File: src/rtl/imdct_bram_arbiter_if.sv
// Bundle of both requester ports and the shared BRAM port of one IMDCT buffer arbiter.
// The slave modport is the arbiter view; master is the requesters/BRAM view.
interface imdct_bram_arbiter_if #(
  parameter int unsigned WIDTH   = 32,
  parameter int unsigned ADDRESS = 32
);
  logic               host_req;
  logic               host_we;
  logic [ADDRESS-1:0] host_addr;
  logic [WIDTH-1:0]   host_din;
  logic               host_gnt;
  logic               host_rvalid;

  logic               core_req;
  logic               core_we;
  logic [ADDRESS-1:0] core_addr;
  logic [WIDTH-1:0]   core_din;
  logic               core_gnt;
  logic               core_rvalid;

  logic [WIDTH-1:0]   rdata;
  logic               bram_en;
  logic               bram_we;
  logic [ADDRESS-1:0] bram_addr;
  logic [WIDTH-1:0]   bram_din;
  logic [WIDTH-1:0]   bram_dout;
  logic [1:0]         owner;

  modport slave (
    input  host_req, host_we, host_addr, host_din,
    input  core_req, core_we, core_addr, core_din,
    input  bram_dout,
    output host_gnt, host_rvalid, core_gnt, core_rvalid,
    output rdata, bram_en, bram_we, bram_addr, bram_din, owner
  );

  modport master (
    output host_req, host_we, host_addr, host_din,
    output core_req, core_we, core_addr, core_din,
    output bram_dout,
    input  host_gnt, host_rvalid, core_gnt, core_rvalid,
    input  rdata, bram_en, bram_we, bram_addr, bram_din, owner
  );
endinterface

File: src/rtl/imdct_bram_arbiter.sv
// Round-robin, burst-limited arbiter sharing one IMDCT sample BRAM port between
// the host loader and the IMDCT core; grants are same-cycle, read valid one cycle later.
module imdct_bram_arbiter #(
  parameter int unsigned WIDTH     = 32,
  parameter int unsigned ADDRESS   = 32,
  parameter int unsigned MAX_BURST = 16
) (
  input  logic                 i_clock,
  input  logic                 i_reset,
  imdct_bram_arbiter_if.slave  bus
);
  localparam int unsigned BURST_W = 8;

  typedef enum logic [1:0] {
    S_IDLE = 2'b00,
    S_HOST = 2'b01,
    S_CORE = 2'b10
  } state_t;

  state_t               r_state, w_state_nxt;
  logic                 r_last_core, w_last_core_nxt;
  logic [BURST_W-1:0]   r_burst_cnt, w_burst_nxt, w_burst_inc;
  logic [1:0]           r_rd_tag;
  logic                 w_host_gnt, w_core_gnt;
  logic                 w_bram_en, w_bram_we;
  logic [ADDRESS-1:0]   w_bram_addr;
  logic [WIDTH-1:0]     w_bram_din;
  logic                 w_under_limit;

  assign w_burst_inc   = (r_burst_cnt == '1) ? r_burst_cnt : r_burst_cnt + BURST_W'(1);
  assign w_under_limit = (r_burst_cnt < BURST_W'(MAX_BURST));

  always_ff @(posedge i_clock) begin
    if (i_reset) begin
      r_state     <= S_IDLE;
      r_last_core <= 1'b1;
      r_burst_cnt <= '0;
      r_rd_tag    <= 2'b00;
    end else begin
      r_state     <= w_state_nxt;
      r_last_core <= w_last_core_nxt;
      r_burst_cnt <= w_burst_nxt;
      r_rd_tag    <= {w_core_gnt & ~bus.core_we, w_host_gnt & ~bus.host_we};
    end
  end

  // Next owner and grant; leaving an owner always records it as last_owner.
  always_comb begin
    w_host_gnt      = 1'b0;
    w_core_gnt      = 1'b0;
    w_state_nxt     = r_state;
    w_last_core_nxt = r_last_core;
    w_burst_nxt     = r_burst_cnt;
    case (r_state)
      S_IDLE: begin
        if (bus.host_req && (!bus.core_req || r_last_core)) begin
          w_host_gnt  = 1'b1;
          w_state_nxt = S_HOST;
          w_burst_nxt = BURST_W'(1);
        end else if (bus.core_req) begin
          w_core_gnt  = 1'b1;
          w_state_nxt = S_CORE;
          w_burst_nxt = BURST_W'(1);
        end
      end
      S_HOST: begin
        if (bus.host_req && (!bus.core_req || w_under_limit)) begin
          w_host_gnt  = 1'b1;
          w_burst_nxt = w_burst_inc;
        end else if (bus.core_req) begin
          w_core_gnt      = 1'b1;
          w_state_nxt     = S_CORE;
          w_burst_nxt     = BURST_W'(1);
          w_last_core_nxt = 1'b0;
        end else begin
          w_state_nxt     = S_IDLE;
          w_burst_nxt     = '0;
          w_last_core_nxt = 1'b0;
        end
      end
      S_CORE: begin
        if (bus.core_req && (!bus.host_req || w_under_limit)) begin
          w_core_gnt  = 1'b1;
          w_burst_nxt = w_burst_inc;
        end else if (bus.host_req) begin
          w_host_gnt      = 1'b1;
          w_state_nxt     = S_HOST;
          w_burst_nxt     = BURST_W'(1);
          w_last_core_nxt = 1'b1;
        end else begin
          w_state_nxt     = S_IDLE;
          w_burst_nxt     = '0;
          w_last_core_nxt = 1'b1;
        end
      end
      default: w_state_nxt = S_IDLE;
    endcase
    // No access may reach the BRAM while reset is held.
    if (i_reset) begin
      w_host_gnt = 1'b0;
      w_core_gnt = 1'b0;
    end
  end

  // BRAM port copies the granted requester, otherwise all zero.
  always_comb begin
    w_bram_en   = 1'b0;
    w_bram_we   = 1'b0;
    w_bram_addr = '0;
    w_bram_din  = '0;
    if (w_host_gnt) begin
      w_bram_en   = 1'b1;
      w_bram_we   = bus.host_we;
      w_bram_addr = bus.host_addr;
      w_bram_din  = bus.host_din;
    end else if (w_core_gnt) begin
      w_bram_en   = 1'b1;
      w_bram_we   = bus.core_we;
      w_bram_addr = bus.core_addr;
      w_bram_din  = bus.core_din;
    end
  end

  assign bus.host_gnt    = w_host_gnt;
  assign bus.core_gnt    = w_core_gnt;
  assign bus.host_rvalid = r_rd_tag[0] & ~i_reset;
  assign bus.core_rvalid = r_rd_tag[1] & ~i_reset;
  assign bus.owner       = i_reset ? 2'b00 : r_state;
  assign bus.rdata       = bus.bram_dout;
  assign bus.bram_en     = w_bram_en;
  assign bus.bram_we     = w_bram_we;
  assign bus.bram_addr   = w_bram_addr;
  assign bus.bram_din    = w_bram_din;
endmodule

File: src/flat_wrapper.sv
// flat-port wrapper written by rule: the top's interface ports become plain ports
module imdct_bram_arbiter_flat 
#(
  parameter int unsigned WIDTH     = 32,
  parameter int unsigned ADDRESS   = 32,
  parameter int unsigned MAX_BURST = 16
)
  (i_clock, i_reset, bus_host_req, bus_host_we, bus_host_addr, bus_host_din, bus_core_req, bus_core_we, bus_core_addr, bus_core_din, bus_bram_dout, bus_host_gnt, bus_host_rvalid, bus_core_gnt, bus_core_rvalid, bus_rdata, bus_bram_en, bus_bram_we, bus_bram_addr, bus_bram_din, bus_owner);
  imdct_bram_arbiter_if #(.WIDTH(WIDTH), .ADDRESS(ADDRESS)) bus_i ();
  input  logic i_clock;
  input  logic i_reset;
  input wire logic [$bits(bus_i.host_req)-1:0] bus_host_req;
  input wire logic [$bits(bus_i.host_we)-1:0] bus_host_we;
  input wire logic [$bits(bus_i.host_addr)-1:0] bus_host_addr;
  input wire logic [$bits(bus_i.host_din)-1:0] bus_host_din;
  input wire logic [$bits(bus_i.core_req)-1:0] bus_core_req;
  input wire logic [$bits(bus_i.core_we)-1:0] bus_core_we;
  input wire logic [$bits(bus_i.core_addr)-1:0] bus_core_addr;
  input wire logic [$bits(bus_i.core_din)-1:0] bus_core_din;
  input wire logic [$bits(bus_i.bram_dout)-1:0] bus_bram_dout;
  output wire logic [$bits(bus_i.host_gnt)-1:0] bus_host_gnt;
  output wire logic [$bits(bus_i.host_rvalid)-1:0] bus_host_rvalid;
  output wire logic [$bits(bus_i.core_gnt)-1:0] bus_core_gnt;
  output wire logic [$bits(bus_i.core_rvalid)-1:0] bus_core_rvalid;
  output wire logic [$bits(bus_i.rdata)-1:0] bus_rdata;
  output wire logic [$bits(bus_i.bram_en)-1:0] bus_bram_en;
  output wire logic [$bits(bus_i.bram_we)-1:0] bus_bram_we;
  output wire logic [$bits(bus_i.bram_addr)-1:0] bus_bram_addr;
  output wire logic [$bits(bus_i.bram_din)-1:0] bus_bram_din;
  output wire logic [$bits(bus_i.owner)-1:0] bus_owner;
  assign bus_i.host_req = bus_host_req;
  assign bus_i.host_we = bus_host_we;
  assign bus_i.host_addr = bus_host_addr;
  assign bus_i.host_din = bus_host_din;
  assign bus_i.core_req = bus_core_req;
  assign bus_i.core_we = bus_core_we;
  assign bus_i.core_addr = bus_core_addr;
  assign bus_i.core_din = bus_core_din;
  assign bus_i.bram_dout = bus_bram_dout;
  assign bus_host_gnt = bus_i.host_gnt;
  assign bus_host_rvalid = bus_i.host_rvalid;
  assign bus_core_gnt = bus_i.core_gnt;
  assign bus_core_rvalid = bus_i.core_rvalid;
  assign bus_rdata = bus_i.rdata;
  assign bus_bram_en = bus_i.bram_en;
  assign bus_bram_we = bus_i.bram_we;
  assign bus_bram_addr = bus_i.bram_addr;
  assign bus_bram_din = bus_i.bram_din;
  assign bus_owner = bus_i.owner;
  imdct_bram_arbiter #(.WIDTH(WIDTH), .ADDRESS(ADDRESS), .MAX_BURST(MAX_BURST)) u_core (.i_clock(i_clock), .i_reset(i_reset), .bus(bus_i));
endmodule
File: config.mk
export PLATFORM = sky130hd
export DESIGN_NAME = imdct_bram_arbiter_flat
export DESIGN_NICKNAME = d
export VERILOG_FILES = /design/src/rtl/imdct_bram_arbiter_if.sv /design/src/rtl/imdct_bram_arbiter.sv /design/src/flat_wrapper.sv
export SDC_FILE = /design/constraint.sdc
export NUM_CORES = 1
export LEC_CHECK = 0
export BUFFER_PORTS_ARGS = -buffer_cell sky130_fd_sc_hd__buf_4
export CAP_MARGIN = 0
export CORE_AREA = 2 2 103 105
export CTS_BUF_LIST = sky130_fd_sc_hd__clkbuf_8
export DETAILED_ROUTE_END_ITERATION = 12
export DIE_AREA = 0 0 105 107
export GPL_TIMING_DRIVEN = 0
export PLACE_DENSITY = 0.72
export SETUP_SLACK_MARGIN = 0.4
export SYNTH_ARGS = -nofsm -noshare
export SYNTH_HDL_FRONTEND = slang
export SYNTH_SLANG_ARGS = --single-unit
File: constraint.sdc
create_clock -name i_clock -period 2.1 [get_ports i_clock]
set_input_delay 0.105 -clock i_clock [delete_from_list [all_inputs] [get_ports i_clock]]
set_output_delay 0.105 -clock i_clock [all_outputs]
set_load 0.1 [all_outputs]
==> flow_metrics.py, run 1 <==
metrics = {
    "timing": {
        "worst_pin_slew_ns": 0.5711,
        "slew_violations": 0,
        "period_share_pct": 117.8,
        "setup_viol": 68,
        "rsz0062_at_grt": "true",
        "slew_headroom_pct": 61.93,
        "fmax_ghz": 0.4042,
        "period_minus_slack_ns": 2.474,
        "timing.hold.ws_ns": 0.02399,
        "skew_ns": 0.002409,
        "hold_violations": 0,
        "setup_ws_ns": -0.3742,
    },
    "power_and_ir_drop": {
        "power_w": 0.006707,
        "leakage_nw": 3.289,
        "power_density_nw_per_um2": 902.4,
        "vdd_drop_max_mv": 0.4951,
    },
    "hold_path": {
        "hold_class": "in -> reg",
        "hp-start": "bus_host_we",
        "worst_hold_path.num_cells": 2,
    },
    "grt": {
        "antenna_found_initial": 0,
        "grt_max_degree": 11,
        "grt_first_pass_wirelength_mm": 20.11,
        "globalRouteTotalUtil_pct": 21.96,
        "grt_overflow": 0,
        "grt_pass1_vias": 3860,
    },
    "yosys": {
        "avgSynthCellArea_um2": 7.653,
        "synth-adder-area-share_pct": 2.215,
        "synth_nets": 540,
        "synth-async-reset-ratio_pct": 0,
        "synth.largest_area_cell": "o32ai_2",
        "synth_edf_count": 0,
        "synthCells": 369,
        "seq_area_frac_synth_pct": 9.216,
        "synth_cell_types": 47,
        "ys_ff_latch": 13,
        "synth_simple_gate_area_share_pct": 7.754,
        "synth-compound-area-share_pct": 45.33,
        "synth_area_um2": 2824,
        "synth_top_family_by_area": "compound AO/OA/AOI/OAI gates",
        "synthTopCellsByArea": "o32ai_2 29%, inv_1 18%, buf_4 9.6%, dfxtp_1 9.2%, o32ai_1 5.0%",
        "ys.warnings.count": 0,
        "synth_top_area_share_pct": 28.80,
        "ys.flop_type": "dfxtp_1",
        "synthXorXnorAreaFrac_pct": 0,
        "synth.area.mux_share_pct": 0.7975,
    },
    "placement": {
        "gp_congestion": 0.8274,
        "dp_hpwl_mm": 9.157,
        "io_buffers": 236,
    },
    "floorplanning": {
        "rows": 37,
        "die_w_um": 105,
        "die_height_um": 107,
        "io_pins": 270,
        "start_util_pct": 27.98,
        "coreArea_um2": 10090,
        "die_area_um2": 11240,
    },
    "cts": {
        "clk_pin_slew_ns": 0.05,
        "clkSinkCount": 13,
        "htree_num_levels": 1,
        "clock_latency_ns": 0.24,
        "cts_buffer_depth": 2,
        "numCtsBuffers": 3,
        "hold_buffers": 0,
        "cts_root_buf": "clkbuf_8",
        "cts_tree": "done",
    },
    "routing": {
        "viasPerCell": 4.815,
        "first_pass_iters": 4,
        "wire_per_inst_um": 17.65,
        "antenna_left": 0,
        "vias": 3756,
        "routed_wl_mm": 13.77,
        "drc": 0,
        "first_iter_violations": 119,
    },
    "flow_run": {
        "max_cap_violations": 0,
    },
    "final_layout": {
        "multiInputGateArea_um2": 2738,
        "antenna_cells": 0,
        "final-seq-area_um2": 271.5,
        "fillers": 639,
        "fin_nets": 816,
        "drive_above_1_share_pct": 69.88,
        "area_growth_pct": 163.2,
    },
    "run_status": {
        "violations": "setup timing",
        "status": "finished, violations left",
    },
    "critical_path": {
        "critical_path_class": "reg -> out",
        "r2r_start": "u_core.r_burst_cnt[5]",
        "crit_fanout": 6,
        "reg2reg_depth": 7,
        "crit_required_ns": 2.00,
        "end_kind": "primary output",
        "cp-start-kind": "flip-flop",
        "arrival_ns": 2.37,
        "cp-startpoint": "u_core.r_burst_cnt[5]",
    },
}
cells by family (layout without fill, tap and decap cells):
kind of cell | count (synthesis) | in the layout
compound gates | 109 | 109
fa+ha+maj | 5 | 5
buf+inv | 199 | 474
flops | 13 | 13
mux | 2 | 2
simple gates | 41 | 41
worst paths after layout:
kind | to | slack, ns
hold reg to reg | u_core.r_burst_cnt[0] | 0.52
setup / recovery | bus_bram_din[21] | -0.37
setup reg to reg | u_core.r_burst_cnt[7] | 0.26
hold / removal | u_core.r_rd_tag[0] | 0.02
critical path, cell delays in order (launching register included):
cell     delay, ns
dfxtp_1       0.30
buf_6         0.12
or4_4         0.55
o21ai_4       0.17
o21ai_4       0.10
buf_12        0.19
buf_12        0.14
o32ai_4       0.32
buf_12        0.22
where the power goes:
group,switching (W),internal (W),total [W]
sequential,0.0000261,0.000277,0.000303
clock,0.0000902,0.000129,0.000219
combinational,0.00375,0.00243,0.00618
cells in the mapped netlist, types with 2 or more instances:
cell type / instances
inv_1: 138
o32ai_2: 50
buf_4: 36
o32ai_1: 16
dfxtp_1: 13
buf_6: 11
buf_2: 9
nor2_1: 9
a21oi_1: 7
nand2_1: 7
ha_1: 5
a211oi_1: 4
a31oi_1: 4
clkbuf_1: 4
o211ai_1: 4
o21ai_0: 4
and2_1: 3
nand3_1: 3
nand4_1: 3
o311ai_0: 3
a21boi_1: 2
and3_1: 2
mux2_2: 2
nor2b_1: 2
nor3_1: 2
nor3b_1: 2
nor4_1: 2
o21ai_1: 2
o41ai_2: 2
through the flow:
stage / util (%) / instances / setup TNS, ns / setup slack, ns / area [µm²]
final: 73.64 / 780 / -21.06 / -0.3742 / 7432
after global routing: 73.64 / 780 / -25.85 / -0.4471 / 7432
after CTS: 69.80 / 772 / -19.89 / -0.3260 / 7044
after detailed placement: 56.96 / 741 / -23.50 / -0.4226 / 5748
after global placement: 56.96 / 741 / -16.90 / -0.3197 / 5748
after floorplan: - / 369 / -21.33 / -0.3591 / 3806
layout make-up:
cell class,count,area share [%]
Inverter,138,7.138
Buffer,61,9.209
Clock inverter,1,0.05051
Multi-Input combinational cell,157,36.84
Clock buffer,3,0.5556
Sequential cell,13,3.653
Tap cell,136,2.290
Timing Repair Buffer,271,40.27
routing by layer:
metal	wire [µm]	up-vias	track usage, %
met4	437	0	6.286
met1	4680	1771	23.19
met5	0	-	0
met3	882	28	5.350
met2	7769	169	42.86
li1	-	1788	-
sequential cells by signal, summed over array words and instances (netlist names):
| signal | count |
|---|---|
| u_core.r_state | 2 |
| u_core.r_burst_cnt | 8 |
| u_core.r_last_core | 1 |
| u_core.r_rd_tag | 2 |
placed cells by master, fill, tap and decap left out, types with 3 or more instances in the layout:
cell type / instances
nand2_1: 5
buf_4: 221
and2_1: 3
buf_8: 4
nand4_1: 3
o311ai_4: 3
buf_12: 79
a31oi_1: 4
inv_1: 134
nand3_1: 3
buf_16: 3
o21ai_0: 4
buf_6: 18
clkbuf_8: 5
dfxtp_2: 3
a211oi_2: 3
o211ai_1: 4
o32ai_4: 65
a21oi_1: 5
nor2_1: 5
dfxtp_1: 8
timing repair:
action | 4_1_cts | 5_1_grt
endpoints found under the hold margin | 0 | 0
gates resized for setup | 245 | 60
buffers inserted | 23 | 6
endpoints found under the setup margin | 80 | 81
gates cloned | 4 | 2
pin swaps | 21 | 23
Note: power is estimated with default switching activity, not from simulation.
==> run 2, diff against run 1 <==
- ABC_AREA: default -> 1
- CORE_AREA: 2 2 103 105 -> 2 2 104 106
- DIE_AREA: 0 0 105 107 -> 0 0 106 108
- PLACE_DENSITY: 0.72 -> 0.65
==> flow_metrics.py, run 2 <==
metrics = {
    "yosys": {
        "seq_area_frac_synth_pct": 11.56,
        "synthTopCellsByArea": "nand2_1 32%, nand4_1 18%, dfxtp_1 12%, buf_4 11%, buf_6 5.0%",
        "ys.warnings.count": 0,
        "synth-async-reset-ratio_pct": 0,
        "synth_edf_count": 0,
        "synth_area_um2": 2251,
        "synth_top_area_share_pct": 31.85,
        "synth.largest_area_cell": "nand2_1",
        "ys.flop_type": "dfxtp_1",
        "yosysMostFrequentCell": "nand2_1",
        "synthCells": 418,
        "synth_nets": 589,
        "avgSynthCellArea_um2": 5.385,
        "synth_commonest_cells": "191 x nand2_1, 65 x nand4_1, 32 x buf_4",
        "synth_cell_types": 19,
        "ys_ff_latch": 13,
    },
    "hold_path": {
        "hp-start": "bus_core_we",
        "worst_hold_path.num_cells": 2,
        "min_to": "u_core.r_rd_tag[1]",
        "hold_class": "in -> reg",
    },
    "flow_run": {
        "max_cap_violations": 0,
    },
    "run_status": {
        "violations": "setup timing",
        "status": "finished, violations left",
    },
    "floorplanning": {
        "die_w_um": 106,
        "rows": 37,
        "coreArea_um2": 10230,
        "start_util_pct": 22.00,
        "die_height_um": 108,
        "io_pins": 270,
        "die_area_um2": 11450,
    },
    "placement": {
        "gp_congestion": 0.8465,
        "post-place-ws_ns": -0.3635,
        "place_inst": 790,
        "dp_hpwl_mm": 9.404,
        "io_buffers": 236,
    },
    "cts": {
        "hold_buffers": 0,
        "cts_buffer_depth": 2,
        "clock_latency_ns": 0.24,
        "htree_num_levels": 1,
        "clkSinkCount": 13,
        "clk_pin_slew_ns": 0.06,
        "cts_root_buf": "clkbuf_8",
        "cts_tree": "done",
        "numCtsBuffers": 3,
    },
    "timing": {
        "fmax_ghz": 0.4501,
        "worst_pin_slew_ns": 0.5032,
        "period_share_pct": 105.8,
        "hold_violations": 0,
        "setup_ws_ns": -0.1216,
        "rsz0062_at_grt": "true",
        "slew_headroom_pct": 66.45,
        "slew_violations": 0,
        "timing.hold.ws_ns": 0.03119,
        "period_minus_slack_ns": 2.222,
        "setup-tns-final_ns": -2.765,
        "setup_viol": 55,
        "skew_ns": 0.003439,
    },
    "grt": {
        "grt_max_degree": 11,
        "grt_pass1_vias": 4150,
        "antenna_found_initial": 0,
        "globalRouteTotalUtil_pct": 21.54,
        "grt_first_pass_wirelength_mm": 19.91,
        "grt_overflow": 0,
    },
    "critical_path": {
        "r2r_start": "u_core.r_state[0]",
        "crit_required_ns": 2.00,
        "arrival_ns": 2.12,
        "reg2reg_depth": 9,
        "crit_fanout": 10,
        "critical_path_class": "reg -> out",
        "ff2ff_setup_slack_ns": 0.48,
        "end_kind": "primary output",
        "cp-start-kind": "flip-flop",
        "cp-startpoint": "u_core.r_state[1]",
        "r2r_end": "u_core.r_rd_tag[0]",
    },
    "final_layout": {
        "area_growth_pct": 219.8,
        "mostFrequentLayoutCell": "buf_4",
        "fin_cells": 842,
        "largest_register_ffs": 8,
        "final_cell_mix": "228 x buf_4, 76 x buf_12, 65 x nand4_1, 51 x nand2_1, 50 x nand2_8",
        "fin_nets": 878,
        "antenna_cells": 0,
        "largest-register": "u_core.r_burst_cnt",
        "drive_above_1_share_pct": 72.95,
        "largest_registers": "u_core.r_burst_cnt x8, u_core.r_rd_tag x2, u_core.r_state x2",
    },
    "power_and_ir_drop": {
        "vdd_drop_max_mv": 0.8620,
        "leakage_nw": 3.429,
        "power_w": 0.009636,
        "power_density_nw_per_um2": 1338,
    },
    "routing": {
        "vias": 3976,
        "first_iter_violations": 172,
        "viasPerCell": 4.722,
        "drc": 0,
        "antenna_left": 0,
        "first_pass_iters": 6,
        "routed_wl_mm": 13.63,
        "wire_per_inst_um": 16.18,
    },
}
-- run 2: kinds of logic (layout without fill, tap and decap cells) --
logic type,Yosys count,in the layout,share of synthesized area [%]
AO/OA/AOI/OAI,13,13,3.113
adder cells (fa/ha/maj),5,5,2.779
buffers and inverters,92,380,24.62
flip-flops,13,13,11.56
AND/OR/NAND/NOR,295,295,57.92
-- run 2: report_power, final --
| group | total, W | switching, W | internal, W | leakage, nW |
|---|---|---|---|---|
| clock network | 0.000224 | 0.0000947 | 0.000129 | 0.0269 |
| logic | 0.00905 | 0.00552 | 0.00353 | 3.29 |
| registers | 0.000360 | 0.0000509 | 0.000309 | 0.109 |
-- run 2: layer usage --
metal  vias up  global-route usage, %  share of wire [%]
met1      1869                  22.18                 34
li1       1909                      -                  -
met5         -                      0                  0
met2       178                  44.06                 57
met4         0                  4.229                2.0
met3        20                  5.063                6.7
-- run 2: worst max-delay path by stage --
stage / cells after the start / to
floorplan: 9 / bus_bram_din[22]
global placement: 7 / bus_bram_din[11]
detailed placement: 7 / bus_bram_din[11]
CTS: 10 / bus_bram_addr[23]
global route: 11 / bus_bram_din[24]
finish: 11 / bus_bram_din[11]
-- run 2: timing repair --
item | 4_1_cts | 5_1_grt
cloned | 5 | 3
endpoints found under the setup margin | 77 | 76
pin swaps | 43 | 29
setup buffers | 31 | 9
gates resized for setup | 388 | 28
-- run 2: worst max-delay path: stages, from the launching register on --
cell     delay [ns]
dfxtp_4        0.36
buf_6          0.12
ha_4           0.17
nand2_4        0.07
a21oi_4        0.04
nor2_4         0.18
buf_8          0.14
buf_12         0.11
buf_6          0.13
nand4_1        0.25
nand2_8        0.13
buf_12         0.17
-- run 2: layout make-up --
type | instances | area [µm²]
repair buffers | 284 | 3181
fillers | 734 | 3032
multi-input cells | 313 | 2814
plain buffers | 61 | 584.3
flip-flops and latches | 13 | 272.8
well taps | 136 | 170.2
inverters | 31 | 132.6
clock buffers | 3 | 41.29
clock inverters | 1 | 3.754
-- run 2: stage by stage --
step / area (µm²) / util, %
after floorplan: 3172 / -
after global placement: 5114 / 49.98
after detailed placement: 5114 / 49.98
after CTS: 6932 / 67.75
after global routing: 7199 / 70.37
final: 7199 / 70.37
==> run 3, diff against run 2 <==
- PLACE_DENSITY: 0.65 -> default
- PLACE_DENSITY_LB_ADDON: default -> 0.3
- SLEW_MARGIN: default -> 25
==> flow_metrics.py, run 3 (synthesis results as in run 2) <==
metrics = {
    "critical_path": {
        "arrival_ns": 2.05,
        "crit_slowest_cell": "dfxtp_4",
        "end_kind": "primary output",
        "critical_path_class": "reg -> out",
        "r2r_start": "u_core.r_state[0]",
        "r2r_end": "u_core.r_rd_tag[0]",
        "crit_fanout": 10,
        "crit_path_max_incr_delay_ns": 0.39,
        "crit_required_ns": 2.00,
        "path_buf_inv": 4,
        "reg2reg_depth": 10,
        "cp-start-kind": "flip-flop",
        "crit_chain": "inv_6 -> ha_4 -> nand2_4 -> a21oi_4 -> nor2_4 -> buf_8 -> buf_6 -> nand4_1 -> nand2_8 -> buf_12",
        "ff2ff_setup_slack_ns": 0.48,
        "critPathTopFamily": "simple AND/OR/NAND/NOR gates",
    },
    "floorplanning": {
        "die_height_um": 108,
        "die_w_um": 106,
        "rows": 37,
        "io_pins": 270,
        "coreArea_um2": 10230,
        "start_util_pct": 22.00,
        "die_area_um2": 11450,
    },
    "grt": {
        "grt_pass1_vias": 4090,
        "globalRouteTotalUtil_pct": 21.08,
        "grt_max_degree": 11,
        "grt_first_pass_wirelength_mm": 19.62,
        "grt_overflow": 0,
        "antenna_found_initial": 0,
    },
    "timing": {
        "slew_headroom_pct": 69.17,
        "fmax_ghz": 0.4634,
        "hold_violations": 0,
        "rsz0062_at_grt": "true",
        "period_share_pct": 102.8,
        "skew_ns": 0.001580,
        "setup_viol": 46,
        "worst_pin_slew_ns": 0.4625,
        "setup-tns-final_ns": -1.337,
        "period_minus_slack_ns": 2.158,
        "setup_ws_ns": -0.05816,
        "slew_violations": 0,
    },
    "final_layout": {
        "final-seq-area_um2": 280.3,
        "fillers": 763,
        "largest_registers": "u_core.r_burst_cnt x8, u_core.r_rd_tag x2, u_core.r_state x2",
        "largest-register": "u_core.r_burst_cnt",
        "final_area_um2": 6899,
        "antenna_cells": 0,
        "mostFrequentLayoutCell": "buf_4",
        "fin_nets": 864,
        "area_growth_pct": 206.5,
        "largest_register_ffs": 8,
        "final_cell_mix": "224 x buf_4, 77 x buf_12, 65 x nand4_1, 64 x nand2_1, 47 x nand2_8",
        "drive_above_1_share_pct": 70.81,
        "multiInputGateArea_um2": 2678,
    },
    "placement": {
        "dpl_cell_area_um2": 5114,
        "dp_hpwl_mm": 9.277,
        "gp_congestion": 0.8808,
        "io_buffers": 236,
        "post-place-ws_ns": -0.3346,
    },
    "cts": {
        "clkSinkCount": 13,
        "numCtsBuffers": 3,
        "clock_latency_ns": 0.25,
        "cts_tree": "done",
        "clk_pin_slew_ns": 0.06,
        "cts_buffer_depth": 2,
        "htree_num_levels": 1,
        "cts_root_buf": "clkbuf_8",
    },
    "run_status": {
        "status": "finished, violations left",
        "violations": "setup timing",
    },
    "power_and_ir_drop": {
        "vdd_drop_max_mv": 0.8793,
        "leakage_nw": 3.248,
        "power_density_nw_per_um2": 1350,
    },
    "hold_path": {
        "hold_class": "in -> reg",
        "min_to": "u_core.r_rd_tag[1]",
        "hp-start": "bus_core_we",
        "worst_hold_path.num_cells": 2,
    },
    "flow_run": {
        "max_cap_violations": 0,
    },
    "routing": {
        "first_pass_iters": 4,
        "drc": 0,
        "vias": 3897,
        "first_iter_violations": 120,
        "routed_wl_mm": 13.03,
        "antenna_left": 0,
        "viasPerCell": 4.707,
        "wire_per_inst_um": 15.74,
    },
}
run 3: cell count changes in the layout (fill, tap and decap cells not counted), moves of 4 or more:
cell	change
nand2_1	+13
buf_8	-5
buf_6	-8
buf_4	-4
nand2_4	-11
run 3: through the flow:
step,hold slack [ns],cells,utilization (%),total power (W)
3_3_place_gp,0.2835,790,49.98,0.006702
4_1_cts,0.02390,817,65.59,0.009004
6_report,0.02691,828,67.43,0.009312
3_5_place_dp,0.2854,790,49.98,0.006741
5_1_grt,0.02553,828,67.43,0.009671
2_1_floorplan,0.1774,418,-,0.005523
run 3: worst max path at each step:
| stage | startpoint | end | cells after the start |
|---|---|---|---|
| 2_1_floorplan | u_core.r_state[0] | bus_bram_din[22] | 9 |
| 3_3_place_gp | u_core.r_state[0] | bus_bram_din[11] | 7 |
| 3_5_place_dp | u_core.r_state[0] | bus_bram_din[11] | 7 |
| 4_1_cts | u_core.r_state[0] | bus_bram_din[0] | 10 |
| 5_1_grt | u_core.r_state[0] | bus_bram_addr[29] | 10 |
| 6_report | u_core.r_state[0] | bus_bram_din[20] | 10 |
run 3: report_power, final:
group | internal, W | switching [W] | leakage, nW | total, W
Clock | 0.000129 | 0.0000978 | 0.0269 | 0.000227
Sequential | 0.000307 | 0.0000597 | 0.110 | 0.000367
Combinational | 0.00334 | 0.00538 | 3.11 | 0.00872
Total | 0.00378 | 0.00553 | 3.25 | 0.00931
run 3: layout make-up:
type	count	area share, %
timing repair buffer	270	43.60
multi-input combinational	313	38.81
buffer	61	8.487
sequential	13	4.062
tap	136	2.466
inverter	31	1.922
clock buffer	3	0.5985
clock inverter	1	0.05441
run 3: layer usage:
| layer | vias to the layer above | global-route usage, % | share of wire [%] |
|---|---|---|---|
| li1 | 1883 | - | - |
| met1 | 1800 | 22.04 | 34 |
| met2 | 191 | 42.26 | 56 |
| met3 | 23 | 4.762 | 7.7 |
| met4 | 0 | 5.263 | 2.5 |
| met5 | - | 0 | 0 |
run 3: repair_timing:
action | in CTS | in global routing
gates cloned | 5 | 3
hold buffers | 0 | 0
buffers inserted | 18 | 8
setup endpoints to repair | 77 | 76
pin swaps | 42 | 26
resized for setup | 349 | 25
